--- src/rtl/rcn_uart.sv ---
// ---------------------------------------------------------------------------
// rcn_uart
//   UART responder on the 69-bit RCN ring: 8 data bits, 1 stop bit, with a
//   TX FIFO and an RX FIFO. Requests that decode to this block are answered
//   in the same slot. Every other slot is forwarded unchanged.
//
//   Ring word: {valid, pending, wr, id[5:0], mask[3:0], addr[23:2], seq[1:0],
//   data[31:0]}.
//
//   Register map (addr[3:2]):
//     0 DATA   : write pushes data[7:0] into TX FIFO (mask[0]).
//                Read returns {rx_valid, rx_byte} and pops RX FIFO.
//     1 STATUS : {tx_idle, par_err, frm_err, ovr, rx_full, rx_empty, tx_full}
//     2 BAUD   : bit period minus one, in clocks. Used from the next frame start.
//     3 CLEAR  : 1s in data[7:5] clear par_err / frm_err / ovr.
//
//   Optional feature macro: RCN_UART_PARITY_EN
//     Adds one even-parity bit after the data bits in both directions.
//     An RX parity mismatch sets par_err, and the byte is still stored.
//
// Ports
//   clk      in   ring / system clock
//   rst      in   asynchronous active-high reset
//   rcn_in   in   69-bit ring input
//   rcn_out  out  69-bit ring output, registered
//   uart_rx  in   serial input, asynchronous to clk
//   uart_tx  out  serial output, idle high
// ---------------------------------------------------------------------------
module rcn_uart #(
    parameter logic [23:0] ADDR_BASE      = 24'hFFFFE0,
    parameter int          FIFO_DEPTH_LG2 = 4,
    parameter logic [15:0] BAUD_DIV_RST   = 16'd433
) (
    input  logic        clk,
    input  logic        rst,
    input  logic [68:0] rcn_in,
    output logic [68:0] rcn_out,
    input  logic        uart_rx,
    output logic        uart_tx
);

    localparam int              DEPTH = 1 << FIFO_DEPTH_LG2;
    localparam int              PW    = FIFO_DEPTH_LG2 + 1;
    localparam logic [PW-1:0]   P_ONE = {{(PW-1){1'b0}}, 1'b1};

    // ---------------- ring decode ----------------
    logic        req_hit, req_wr;
    logic [3:0]  req_mask;
    logic [1:0]  req_reg;
    logic [31:0] req_data;
    logic [31:0] rd_data;

    assign req_hit  = rcn_in[68] & rcn_in[67] & (rcn_in[55:36] == ADDR_BASE[23:4]);
    assign req_wr   = rcn_in[66];
    assign req_mask = rcn_in[59:56];
    assign req_reg  = rcn_in[35:34];
    assign req_data = rcn_in[31:0];

    logic tx_push, rx_pop_req, baud_wr, clr_wr;
    assign tx_push    = req_hit &  req_wr & (req_reg == 2'd0) & req_mask[0];
    assign rx_pop_req = req_hit & ~req_wr & (req_reg == 2'd0);
    assign baud_wr    = req_hit &  req_wr & (req_reg == 2'd2);
    assign clr_wr     = req_hit &  req_wr & (req_reg == 2'd3) & req_mask[0];

    // ---------------- registers / flags ----------------
    logic [15:0] baud;
    logic        ovr, frm_err, par_err;
    logic        tx_idle;

    // ---------------- TX FIFO ----------------
    logic [7:0]    tx_mem [DEPTH];
    logic [PW-1:0] tx_wr, tx_rd;
    logic          tx_empty, tx_full, tx_load, tx_wr_en;
    logic [7:0]    tx_head;

    assign tx_empty = (tx_wr == tx_rd);
    assign tx_full  = (tx_wr[PW-1] != tx_rd[PW-1]) && (tx_wr[PW-2:0] == tx_rd[PW-2:0]);
    assign tx_head  = tx_mem[tx_rd[PW-2:0]];
    // A push into a full FIFO is accepted when the shifter pops the same cycle.
    assign tx_wr_en = tx_push & (~tx_full | tx_load);

    always_ff @(posedge clk) begin
        if (tx_wr_en) tx_mem[tx_wr[PW-2:0]] <= req_data[7:0];
    end

    always_ff @(posedge clk or posedge rst) begin
        if (rst) begin
            tx_wr <= '0;
            tx_rd <= '0;
        end else begin
            if (tx_wr_en) tx_wr <= tx_wr + P_ONE;
            if (tx_load)  tx_rd <= tx_rd + P_ONE;
        end
    end

    // ---------------- RX FIFO ----------------
    logic [7:0]    rx_mem [DEPTH];
    logic [PW-1:0] rx_wr, rx_rd;
    logic          rx_empty, rx_full, rx_pop, rx_good, rx_wr_en, ovr_set;
    logic [7:0]    rx_sh, rx_sh_n;

    assign rx_empty = (rx_wr == rx_rd);
    assign rx_full  = (rx_wr[PW-1] != rx_rd[PW-1]) && (rx_wr[PW-2:0] == rx_rd[PW-2:0]);
    assign rx_pop   = rx_pop_req & ~rx_empty;
    assign rx_wr_en = rx_good & (~rx_full | rx_pop);
    assign ovr_set  = rx_good & ~rx_wr_en;

    always_ff @(posedge clk) begin
        if (rx_wr_en) rx_mem[rx_wr[PW-2:0]] <= rx_sh;
    end

    always_ff @(posedge clk or posedge rst) begin
        if (rst) begin
            rx_wr <= '0;
            rx_rd <= '0;
        end else begin
            if (rx_wr_en) rx_wr <= rx_wr + P_ONE;
            if (rx_pop)   rx_rd <= rx_rd + P_ONE;
        end
    end

    // ---------------- TX state machine ----------------
    typedef enum logic [2:0] {TX_IDLE, TX_START, TX_DATA, TX_PAR, TX_STOP} tx_state_t;
    tx_state_t   tx_state, tx_state_n;
    logic [15:0] tx_cnt, tx_cnt_n, tx_baud, tx_baud_n;
    logic [2:0]  tx_bit, tx_bit_n;
    logic [7:0]  tx_sh, tx_sh_n;
`ifdef RCN_UART_PARITY_EN
    logic        tx_par, tx_par_n;
`endif

    always_ff @(posedge clk or posedge rst) begin
        if (rst) begin
            tx_state <= TX_IDLE;
            tx_cnt   <= '0;
            tx_baud  <= '0;
            tx_bit   <= '0;
            tx_sh    <= '0;
`ifdef RCN_UART_PARITY_EN
            tx_par   <= 1'b0;
`endif
        end else begin
            tx_state <= tx_state_n;
            tx_cnt   <= tx_cnt_n;
            tx_baud  <= tx_baud_n;
            tx_bit   <= tx_bit_n;
            tx_sh    <= tx_sh_n;
`ifdef RCN_UART_PARITY_EN
            tx_par   <= tx_par_n;
`endif
        end
    end

    always_comb begin
        tx_state_n = tx_state;
        tx_cnt_n   = tx_cnt;
        tx_baud_n  = tx_baud;
        tx_bit_n   = tx_bit;
        tx_sh_n    = tx_sh;
        tx_load    = 1'b0;
`ifdef RCN_UART_PARITY_EN
        tx_par_n   = tx_par;
`endif
        if (tx_state != TX_IDLE && tx_cnt != 16'd0) begin
            tx_cnt_n = tx_cnt - 16'd1;
        end else begin
            case (tx_state)
                TX_IDLE:  tx_load = ~tx_empty;
                TX_START: begin
                    tx_state_n = TX_DATA;
                    tx_cnt_n   = tx_baud;
                    tx_bit_n   = 3'd0;
                end
                TX_DATA: begin
                    tx_cnt_n = tx_baud;
                    tx_sh_n  = {1'b0, tx_sh[7:1]};
                    tx_bit_n = tx_bit + 3'd1;
                    if (tx_bit == 3'd7) begin
`ifdef RCN_UART_PARITY_EN
                        tx_state_n = TX_PAR;
`else
                        tx_state_n = TX_STOP;
`endif
                    end
                end
`ifdef RCN_UART_PARITY_EN
                TX_PAR: begin
                    tx_state_n = TX_STOP;
                    tx_cnt_n   = tx_baud;
                end
`endif
                TX_STOP: begin
                    // Chain straight into the next start bit when data waits.
                    tx_state_n = TX_IDLE;
                    tx_load    = ~tx_empty;
                end
                default: tx_state_n = TX_IDLE;
            endcase
            if (tx_load) begin
                tx_state_n = TX_START;
                tx_cnt_n   = baud;
                tx_baud_n  = baud;
                tx_sh_n    = tx_head;
`ifdef RCN_UART_PARITY_EN
                tx_par_n   = ^tx_head;
`endif
            end
        end
    end

    always_comb begin
        uart_tx = 1'b1;
        case (tx_state)
            TX_START: uart_tx = 1'b0;
            TX_DATA:  uart_tx = tx_sh[0];
`ifdef RCN_UART_PARITY_EN
            TX_PAR:   uart_tx = tx_par;
`endif
            default:  uart_tx = 1'b1;
        endcase
    end

    assign tx_idle = tx_empty & (tx_state == TX_IDLE);

    // ---------------- RX synchroniser + state machine ----------------
    logic rx_s1, rx_s2, rx_prev;
    always_ff @(posedge clk or posedge rst) begin
        if (rst) begin
            rx_s1   <= 1'b1;
            rx_s2   <= 1'b1;
            rx_prev <= 1'b1;
        end else begin
            rx_s1   <= uart_rx;
            rx_s2   <= rx_s1;
            rx_prev <= rx_s2;
        end
    end

    typedef enum logic [2:0] {RX_IDLE, RX_START, RX_DATA, RX_PAR, RX_STOP} rx_state_t;
    rx_state_t   rx_state, rx_state_n;
    logic [15:0] rx_cnt, rx_cnt_n, rx_baud, rx_baud_n;
    logic [2:0]  rx_bit, rx_bit_n;
    logic        rx_frm;
`ifdef RCN_UART_PARITY_EN
    logic        rx_pbit, rx_pbit_n;
`endif

    always_ff @(posedge clk or posedge rst) begin
        if (rst) begin
            rx_state <= RX_IDLE;
            rx_cnt   <= '0;
            rx_baud  <= '0;
            rx_bit   <= '0;
            rx_sh    <= '0;
`ifdef RCN_UART_PARITY_EN
            rx_pbit  <= 1'b0;
`endif
        end else begin
            rx_state <= rx_state_n;
            rx_cnt   <= rx_cnt_n;
            rx_baud  <= rx_baud_n;
            rx_bit   <= rx_bit_n;
            rx_sh    <= rx_sh_n;
`ifdef RCN_UART_PARITY_EN
            rx_pbit  <= rx_pbit_n;
`endif
        end
    end

    always_comb begin
        rx_state_n = rx_state;
        rx_cnt_n   = rx_cnt;
        rx_baud_n  = rx_baud;
        rx_bit_n   = rx_bit;
        rx_sh_n    = rx_sh;
        rx_good    = 1'b0;
        rx_frm     = 1'b0;
`ifdef RCN_UART_PARITY_EN
        rx_pbit_n  = rx_pbit;
`endif
        if (rx_state == RX_IDLE) begin
            if (rx_prev & ~rx_s2) begin
                // First sample lands half a bit into the start bit.
                rx_state_n = RX_START;
                rx_cnt_n   = baud >> 1;
                rx_baud_n  = baud;
            end
        end else if (rx_cnt != 16'd0) begin
            rx_cnt_n = rx_cnt - 16'd1;
        end else begin
            rx_cnt_n = rx_baud;
            case (rx_state)
                RX_START: begin
                    rx_bit_n   = 3'd0;
                    rx_state_n = rx_s2 ? RX_IDLE : RX_DATA;
                end
                RX_DATA: begin
                    rx_sh_n  = {rx_s2, rx_sh[7:1]};
                    rx_bit_n = rx_bit + 3'd1;
                    if (rx_bit == 3'd7) begin
`ifdef RCN_UART_PARITY_EN
                        rx_state_n = RX_PAR;
`else
                        rx_state_n = RX_STOP;
`endif
                    end
                end
`ifdef RCN_UART_PARITY_EN
                RX_PAR: begin
                    rx_pbit_n  = rx_s2;
                    rx_state_n = RX_STOP;
                end
`endif
                RX_STOP: begin
                    rx_state_n = RX_IDLE;
                    rx_good    = rx_s2;
                    rx_frm     = ~rx_s2;
                end
                default: rx_state_n = RX_IDLE;
            endcase
        end
    end

    // ---------------- CSRs and sticky flags ----------------
    always_ff @(posedge clk or posedge rst) begin
        if (rst) begin
            baud    <= BAUD_DIV_RST;
            ovr     <= 1'b0;
            frm_err <= 1'b0;
        end else begin
            if (baud_wr && req_mask[0]) baud[7:0]  <= req_data[7:0];
            if (baud_wr && req_mask[1]) baud[15:8] <= req_data[15:8];
            ovr     <= ovr_set | (ovr     & ~(clr_wr & req_data[5]));
            frm_err <= rx_frm  | (frm_err & ~(clr_wr & req_data[6]));
        end
    end

`ifdef RCN_UART_PARITY_EN
    logic rx_perr;
    assign rx_perr = rx_good & (rx_pbit != ^rx_sh);
    always_ff @(posedge clk or posedge rst) begin
        if (rst) par_err <= 1'b0;
        else     par_err <= rx_perr | (par_err & ~(clr_wr & req_data[7]));
    end
`else
    assign par_err = 1'b0;
`endif

    // ---------------- read mux and ring output ----------------
    always_comb begin
        rd_data = 32'd0;
        case (req_reg)
            2'd0: rd_data = {23'd0, ~rx_empty, rx_empty ? 8'h00 : rx_mem[rx_rd[PW-2:0]]};
            2'd1: rd_data = {25'd0, tx_idle, par_err, frm_err, ovr, rx_full, rx_empty, tx_full};
            2'd2: rd_data = {16'd0, baud};
            default: rd_data = 32'd0;
        endcase
    end

    always_ff @(posedge clk or posedge rst) begin
        if (rst)          rcn_out <= '0;
        else if (req_hit) rcn_out <= {rcn_in[68], 1'b0, rcn_in[66:32], req_wr ? req_data : rd_data};
        else              rcn_out <= rcn_in;
    end

endmodule

--- config.mk ---
export PLATFORM = sky130hd
export DESIGN_NAME = rcn_uart
export DESIGN_NICKNAME = d
export VERILOG_FILES = /design/src/rtl/rcn_uart.sv
export SDC_FILE = /design/constraint.sdc
export NUM_CORES = 1
export LEC_CHECK = 0
export CELL_PAD_IN_SITES_DETAIL_PLACEMENT = 1
export CELL_PAD_IN_SITES_GLOBAL_PLACEMENT = 1
export CORE_ASPECT_RATIO = 1.1
export CORE_MARGIN = 2
export CORE_UTILIZATION = 45
export CTS_CLUSTER_DIAMETER = 200
export DETAILED_ROUTE_END_ITERATION = 7
export GPL_TIMING_DRIVEN = 0
export PLACE_DENSITY_LB_ADDON = 0.1
export SETUP_SLACK_MARGIN = 0.4
export SKIP_CTS_REPAIR_TIMING = 1
export SYNTH_ARGS = -nofsm -noshare
export SYNTH_HDL_FRONTEND = slang
export SYNTH_SLANG_ARGS = --single-unit
export TNS_END_PERCENT = 100
--- constraint.sdc ---
create_clock -name clk -period 6.9 [get_ports clk]
set_input_delay 1.035 -clock clk [delete_from_list [all_inputs] [get_ports clk]]
set_output_delay 1.035 -clock clk [all_outputs]
set_load 0.01 [all_outputs]
==> results of run 1 <==
## area by class of cell
type,count,area (µm²)
Clock buffer,72,1420
Inverter,20,78.8
Antenna cell,1,2.50
Tap cell,567,709
Buffer,67,352
Fill cell,4014,19100
Multi-Input combinational cell,673,5970
Timing Repair Buffer,148,1540
Clock inverter,20,200
Sequential cell,458,12800
## stage by stage
step | std cells | hold WS [ns] | area, µm²
floorplan | 1218 | 0.345 | 19100
global placement | 1926 | 0.346 | 21300
detailed placement | 1933 | 0.357 | 21400
CTS | 2025 | 0.372 | 23000
global route | 2026 | 0.372 | 23000
finish | 2026 | 0.367 | 23000
## power breakdown
group	switching, mW	internal, mW
Sequential	0.0744	2.97
Clock	1.09	1.55
Combinational	0.288	0.240
## layout by cell type (no fill, tap or decap), types with 13 or more instances in the layout
master / synthesis / final
mux2i_1: 20 / 20
o21ai_0: 31 / 31
edfxtp_1: 256 / 256
mux2_2: 76 / 76
nand3_1: 20 / 20
xor2_1: 14 / 14
nand2_1: 74 / 74
and3_1: 31 / 31
ha_1: 18 / 18
nor3_1: 19 / 19
nand4_1: 14 / 14
xnor2_1: 26 / 26
clkbuf_8: 4 / 13
clkbuf_16: 0 / 50
mux4_2: 73 / 73
clkdlybuf4s50_1: 0 / 141
inv_1: 20 / 19
clkbuf_1: 45 / 58
dfrtp_1: 194 / 194
a21oi_1: 25 / 25
nor2_1: 43 / 43
and2_1: 25 / 25
## path summary, 6_finish.rpt
kind	startpoint	endpoint	slack, ns
worst max-delay path	rcn_in[36]	rx_mem[14][7]	2.14
worst min-delay path	rx_s1	rx_s2	0.37
worst max register to register	tx_cnt[0]	tx_mem[1][7]	3.11
worst min register to register	rx_s1	rx_s2	0.37
max in group asynchronous	rst	baud[8]	4.84
min in group asynchronous	rst	rcn_out[65]	0.89
## kinds of logic after synthesis
family	count (synthesis)	synth area share (%)
xor+xnor	40	1.83
compound gates	149	5.60
buf+inv	87	2.23
flops	458	66.6
simple gates	297	8.43
fa+ha+maj	18	1.18
mux	169	14.1
## registers in the layout, indices dropped and copies added (netlist names), 5 cells and up
register	count
rx_sh	8
rx_mem	128
tx_baud	16
baud	16
tx_wr	5
rx_cnt	16
tx_sh	8
rx_rd	5
tx_mem	128
rx_baud	16
tx_cnt	16
tx_rd	5
rcn_out	69
rx_wr	5
## routing by layer
| metal | global-route usage [%] | part of all wire, % | vias to the layer above |
|---|---|---|---|
| met5 | 0 | 0 | - |
| met1 | 30.1 | 43 | 5956 |
| met2 | 39.3 | 51 | 192 |
| met4 | 8.20 | 2.9 | 0 |
| met3 | 3.03 | 3.2 | 68 |
| li1 | - | - | 5102 |
==> flow_metrics.py, run 1 <==
metrics = {
    "outcome": {
        "outcome": "complete, no violations",
    },
    "sta": {
        "fin_tns_setup_ns": 0,
        "worstMarginPinSlew_ns": 1.25,
        "fin_crit_ns": 4.76,
        "grt_setup_unrepaired": "no",
        "fin_ws_ns": 2.14,
        "max_slew_margin_pct": 16.1,
        "fmax_ghz": 0.210,
        "period_share_pct": 69.0,
        "slew_viol_final": 0,
        "finalSetupViolations": 0,
        "finalHoldViolCount": 0,
        "fin_skew_ns": 0.0201,
    },
    "detailed_routing": {
        "ant_nets": 0,
        "drt_iter0_drc": 593,
        "dr_total_vias": 11300,
        "wl_mm": 48.9,
        "drt_first_pass_iters": 5,
        "drc": 0,
        "viasPerCell": 5.59,
        "wl_per_cell_um": 24.2,
    },
    "synth": {
        "synth.cell_area_um2": 19100,
        "synthCells": 1218,
        "synth_top_area_share_pct": 40.2,
        "synth_edf_count": 256,
        "synthFlopType": "edfxtp_1",
        "syn_avg_cell_area_um2": 15.7,
        "synth_cell_types": 73,
        "ys_ff_latch": 458,
        "synth_most_common_cell": "edfxtp_1",
        "postSynth.asyncResetShare_pct": 44.1,
        "synth_seq_area_share_pct": 66.6,
        "synth_top_area_cell": "edfxtp_1",
        "synthesis.nets": 1308,
        "ys_top_cells_by_count": "256 x edfxtp_1, 194 x dfrtp_1, 76 x mux2_2",
        "synth.area.top_cells": "edfxtp_1 40%, dfrtp_1 25%, mux4_2 8.6%, mux2_2 4.5%, nand2_1 1.5%",
        "yosys_warnings": 0,
    },
    "clock_network": {
        "clkLatencyLatePin_ns": 0.60,
        "cts_htree_levels": 2,
        "cts_tree": "yes",
        "cts.sinks": 458,
        "cts.root.buffer_cell": "clkbuf_16",
        "tritoncts.num_buffers": 49,
        "clk_pin_slew_worst_paths_ns": 0.06,
        "cts_buffer_depth": 3,
    },
    "floorplanning": {
        "io-pin-count": 142,
        "row_count": 79,
        "dieHeight_um": 220,
        "core_um2": 42100,
        "dieWidth_um": 201,
        "initial_core_util_pct": 45.5,
        "die_area_um2": 44200,
    },
    "global_route": {
        "grt_usage_pct": 22.8,
        "grt_max_degree": 37,
        "grt_antenna_before_repair": 1,
        "grt_pass1_vias": 12300,
        "grt_pass1_wl_mm": 75.9,
        "overflow": 0,
    },
    "setup_path": {
        "critPathSlowestCell": "nor4_1",
        "crit_path_cell_trace": "clkdlybuf4s50_1, nand4b_1, nor4_1, o2111ai_1, a21oi_1, clkbuf_1, and3_1",
        "critical_path_buf_inv_count": 2,
        "worst-endpoint-required_ns": 7.12,
        "r2r_cells": 8,
        "critPathMaxFanout": 10,
        "cpLargestDelayFamily": "simple AND/OR/NAND/NOR gates",
        "worst_setup_path_start_kind": "input port",
        "cpPeakStageDelay_ns": 1.06,
        "critPathKind": "in -> reg",
        "cp-end-kind": "flip-flop",
        "crit_cells": 7,
        "cp.arrival_ns": 4.98,
    },
    "min_path": {
        "hold_path_depth": 0,
        "hold_path_class": "reg -> reg",
    },
    "placement": {
        "port_buffers": 141,
        "pre_cts_ws_ns": 1.55,
        "place_congestion": 0.807,
        "dp_hpwl_mm": 34.7,
    },
    "power_and_ir_drop": {
        "p_leak_nw": 8.68,
        "fin_total_pwr_mw": 6.21,
        "p_per_area_nw_per_um2": 270,
        "peakVddDrop_mv": 0.225,
    },
    "cells_and_area": {
        "fin_util_pct": 54.7,
        "nets": 1507,
        "drive_above_1_share_pct": 19.2,
        "area_growth_pct": 20.3,
    },
    "job": {
        "maxCapViolCount": 0,
    },
}
(Power assumes the default switching activity.)
==> run 2: changes to the inputs <==
--- a/config.mk
+++ b/config.mk
@@ -9,7 +9,7 @@
 export CELL_PAD_IN_SITES_GLOBAL_PLACEMENT = 1
 export CORE_ASPECT_RATIO = 1.1
 export CORE_MARGIN = 2
-export CORE_UTILIZATION = 45
+export CORE_UTILIZATION = 50
 export CTS_CLUSTER_DIAMETER = 200
 export DETAILED_ROUTE_END_ITERATION = 7
 export GPL_TIMING_DRIVEN = 0
==> constraint.sdc (replaced) <==
create_clock -name clk -period 4.6 [get_ports clk]
set_input_delay 0.69 -clock clk [delete_from_list [all_inputs] [get_ports clk]]
set_output_delay 0.69 -clock clk [all_outputs]
set_load 0.01 [all_outputs]
==> flow_metrics.py, run 2 (synthesized netlist as in run 1, its figures left out) <==
metrics = {
    "outcome": {
        "outcome": "complete, no violations",
    },
    "clock_network": {
        "tritoncts.num_buffers": 48,
        "cts_htree_levels": 2,
        "clk_pin_slew_worst_paths_ns": 0.06,
        "clkLatencyLatePin_ns": 0.59,
        "cts_tree": "yes",
        "cts.root.buffer_cell": "clkbuf_16",
        "cts_buffer_depth": 3,
        "cts.sinks": 458,
    },
    "placement": {
        "port_buffers": 141,
        "dp_hpwl_mm": 34.1,
        "place_congestion": 0.806,
        "pre_cts_ws_ns": -0.435,
    },
    "detailed_routing": {
        "wl_per_cell_um": 24.8,
        "dr_total_vias": 11500,
        "wl_mm": 48.5,
        "drc": 0,
        "viasPerCell": 5.88,
        "ant_nets": 0,
        "drt_iter0_drc": 674,
        "drt_first_pass_iters": 5,
    },
    "cells_and_area": {
        "nets": 1505,
        "fillCellCount": 3559,
        "final_common_cell": "edfxtp_1",
        "drive_above_1_share_pct": 18.6,
        "area_growth_pct": 19.2,
        "fin_util_pct": 60.2,
        "final_cell_mix": "256 x edfxtp_1, 194 x dfrtp_1, 141 x clkdlybuf4s50_1, 76 x mux2_2, 74 x nand2_1",
        "diodes": 0,
    },
    "power_and_ir_drop": {
        "p_sw_mw": 2.16,
        "peakVddDrop_mv": 0.304,
        "internal_power_mw": 6.95,
        "p_per_area_nw_per_um2": 399,
        "switching_share_pct": 23.7,
        "p_comb_share_pct": 8.7,
        "share_seq_of_total_power_pct": 50.1,
        "clock_power_share_pct": 41.2,
        "p_leak_nw": 8.59,
    },
    "setup_path": {
        "worst_setup_path_start_kind": "input port",
        "worstReg2RegEnd": "tx_mem[1][4]",
        "worst-endpoint-required_ns": 4.82,
        "rr_startpoint": "tx_cnt[0]",
        "crit_path_end": "rx_mem[15][6]",
        "critPathMaxFanout": 10,
        "cp-startpoint": "rcn_in[68]",
        "critPathKind": "in -> reg",
        "r2r_cells": 8,
        "cp.arrival_ns": 4.17,
        "cp-end-kind": "flip-flop",
        "rrSetupSlack_ns": 0.69,
    },
    "global_route": {
        "grt_pass1_wl_mm": 75.4,
        "grt_usage_pct": 25.3,
        "overflow": 0,
        "grt_max_degree": 41,
        "grt_antenna_before_repair": 0,
        "grt_pass1_vias": 12400,
    },
    "sta": {
        "fin_crit_ns": 3.95,
        "slew_viol_final": 0,
        "max_slew_margin_pct": 27.6,
        "period_share_pct": 86.0,
        "grt_setup_unrepaired": "no",
        "fin_ws_ns": 0.645,
        "finalSetupViolations": 0,
        "worstMarginPinSlew_ns": 1.08,
        "fmax_ghz": 0.253,
        "finalHoldViolCount": 0,
        "fin_tns_setup_ns": 0,
        "fin_hold_ws_ns": 0.364,
        "fin_skew_ns": 0.0203,
    },
    "floorplanning": {
        "dieWidth_um": 191,
        "dieHeight_um": 209,
        "core_um2": 37900,
        "initial_core_util_pct": 50.5,
        "io-pin-count": 142,
        "die_area_um2": 39900,
        "row_count": 75,
    },
    "job": {
        "maxCapViolCount": 0,
    },
    "min_path": {
        "hold_path_class": "reg -> reg",
    },
}
-- run 2: cell types whose count changed in the layout (fill, tap and decap cells not counted) --
cell,delta
clkbuf_16,-2
buf_12,-1
clkinv_2,-6
nor4_1,-1
clkinv_4,+1
clkbuf_1,+3
nor4_2,+1
diode_2,-1
clkbuf_8,-4
bufinv_16,-1
clkinvlp_4,+3
clkinv_1,+3
-- run 2: how the worst min path moves through the flow --
stage,endpoint,depth (start not counted),start
floorplan,rx_s2,0,rx_s1
global placement,rx_s2,0,rx_s1
detailed placement,rx_s2,0,rx_s1
CTS,rx_s2,0,rx_s1
global route,rx_s2,0,rx_s1
finish,rx_s2,0,rx_s1
-- run 2: final cells by class --
cell class,count,area [µm²],share of cell area [%]
clock inverter,20,183,0.801
tap,500,626,2.74
sequential,458,12800,55.9
timing repair buffer,147,1520,6.66
clock buffer,69,1330,5.83
multi-input combinational,673,5970,26.2
inverter,20,78.8,0.346
buffer,67,352,1.54
-- run 2: critical path, stage by stage --
cell and delay, ns:
clkdlybuf4s50_1 0.56, nand4b_1 0.19, nor4_2 0.66, o2111ai_1 0.59, a21oi_1 0.60, clkbuf_1 0.32, and3_1 0.55
-- run 2: per-stage QoR --
stage | cells | area, µm² | total power, mW
3_5_place_dp | 1865 | 21300 | 5.44
4_1_cts | 1954 | 22800 | 9.19
2_1_floorplan | 1218 | 19100 | 5.10
3_3_place_gp | 1859 | 21200 | 5.40
6_report | 1954 | 22800 | 9.11
5_1_grt | 1954 | 22800 | 9.42
-- run 2: per-layer routing --
layer	wire length (µm)	share of wire (%)	GRT usage, %
met3	1850	3.8	3.46
met5	0	0	0
met2	24900	51	42.8
met4	1420	2.9	9.06
met1	20300	42	33.7
-- run 2: power by group through the flow --
| stage | Sequential, mW | Clock, mW | Combinational [mW] |
|---|---|---|---|
| 2_1_floorplan | 4.63 | 0 | 0.473 |
| 3_3_place_gp | 4.64 | 0 | 0.760 |
| 3_5_place_dp | 4.64 | 0 | 0.796 |
| 4_1_cts | 4.56 | 3.83 | 0.803 |
| 5_1_grt | 4.58 | 3.96 | 0.884 |
| 6_report | 4.57 | 3.75 | 0.796 |
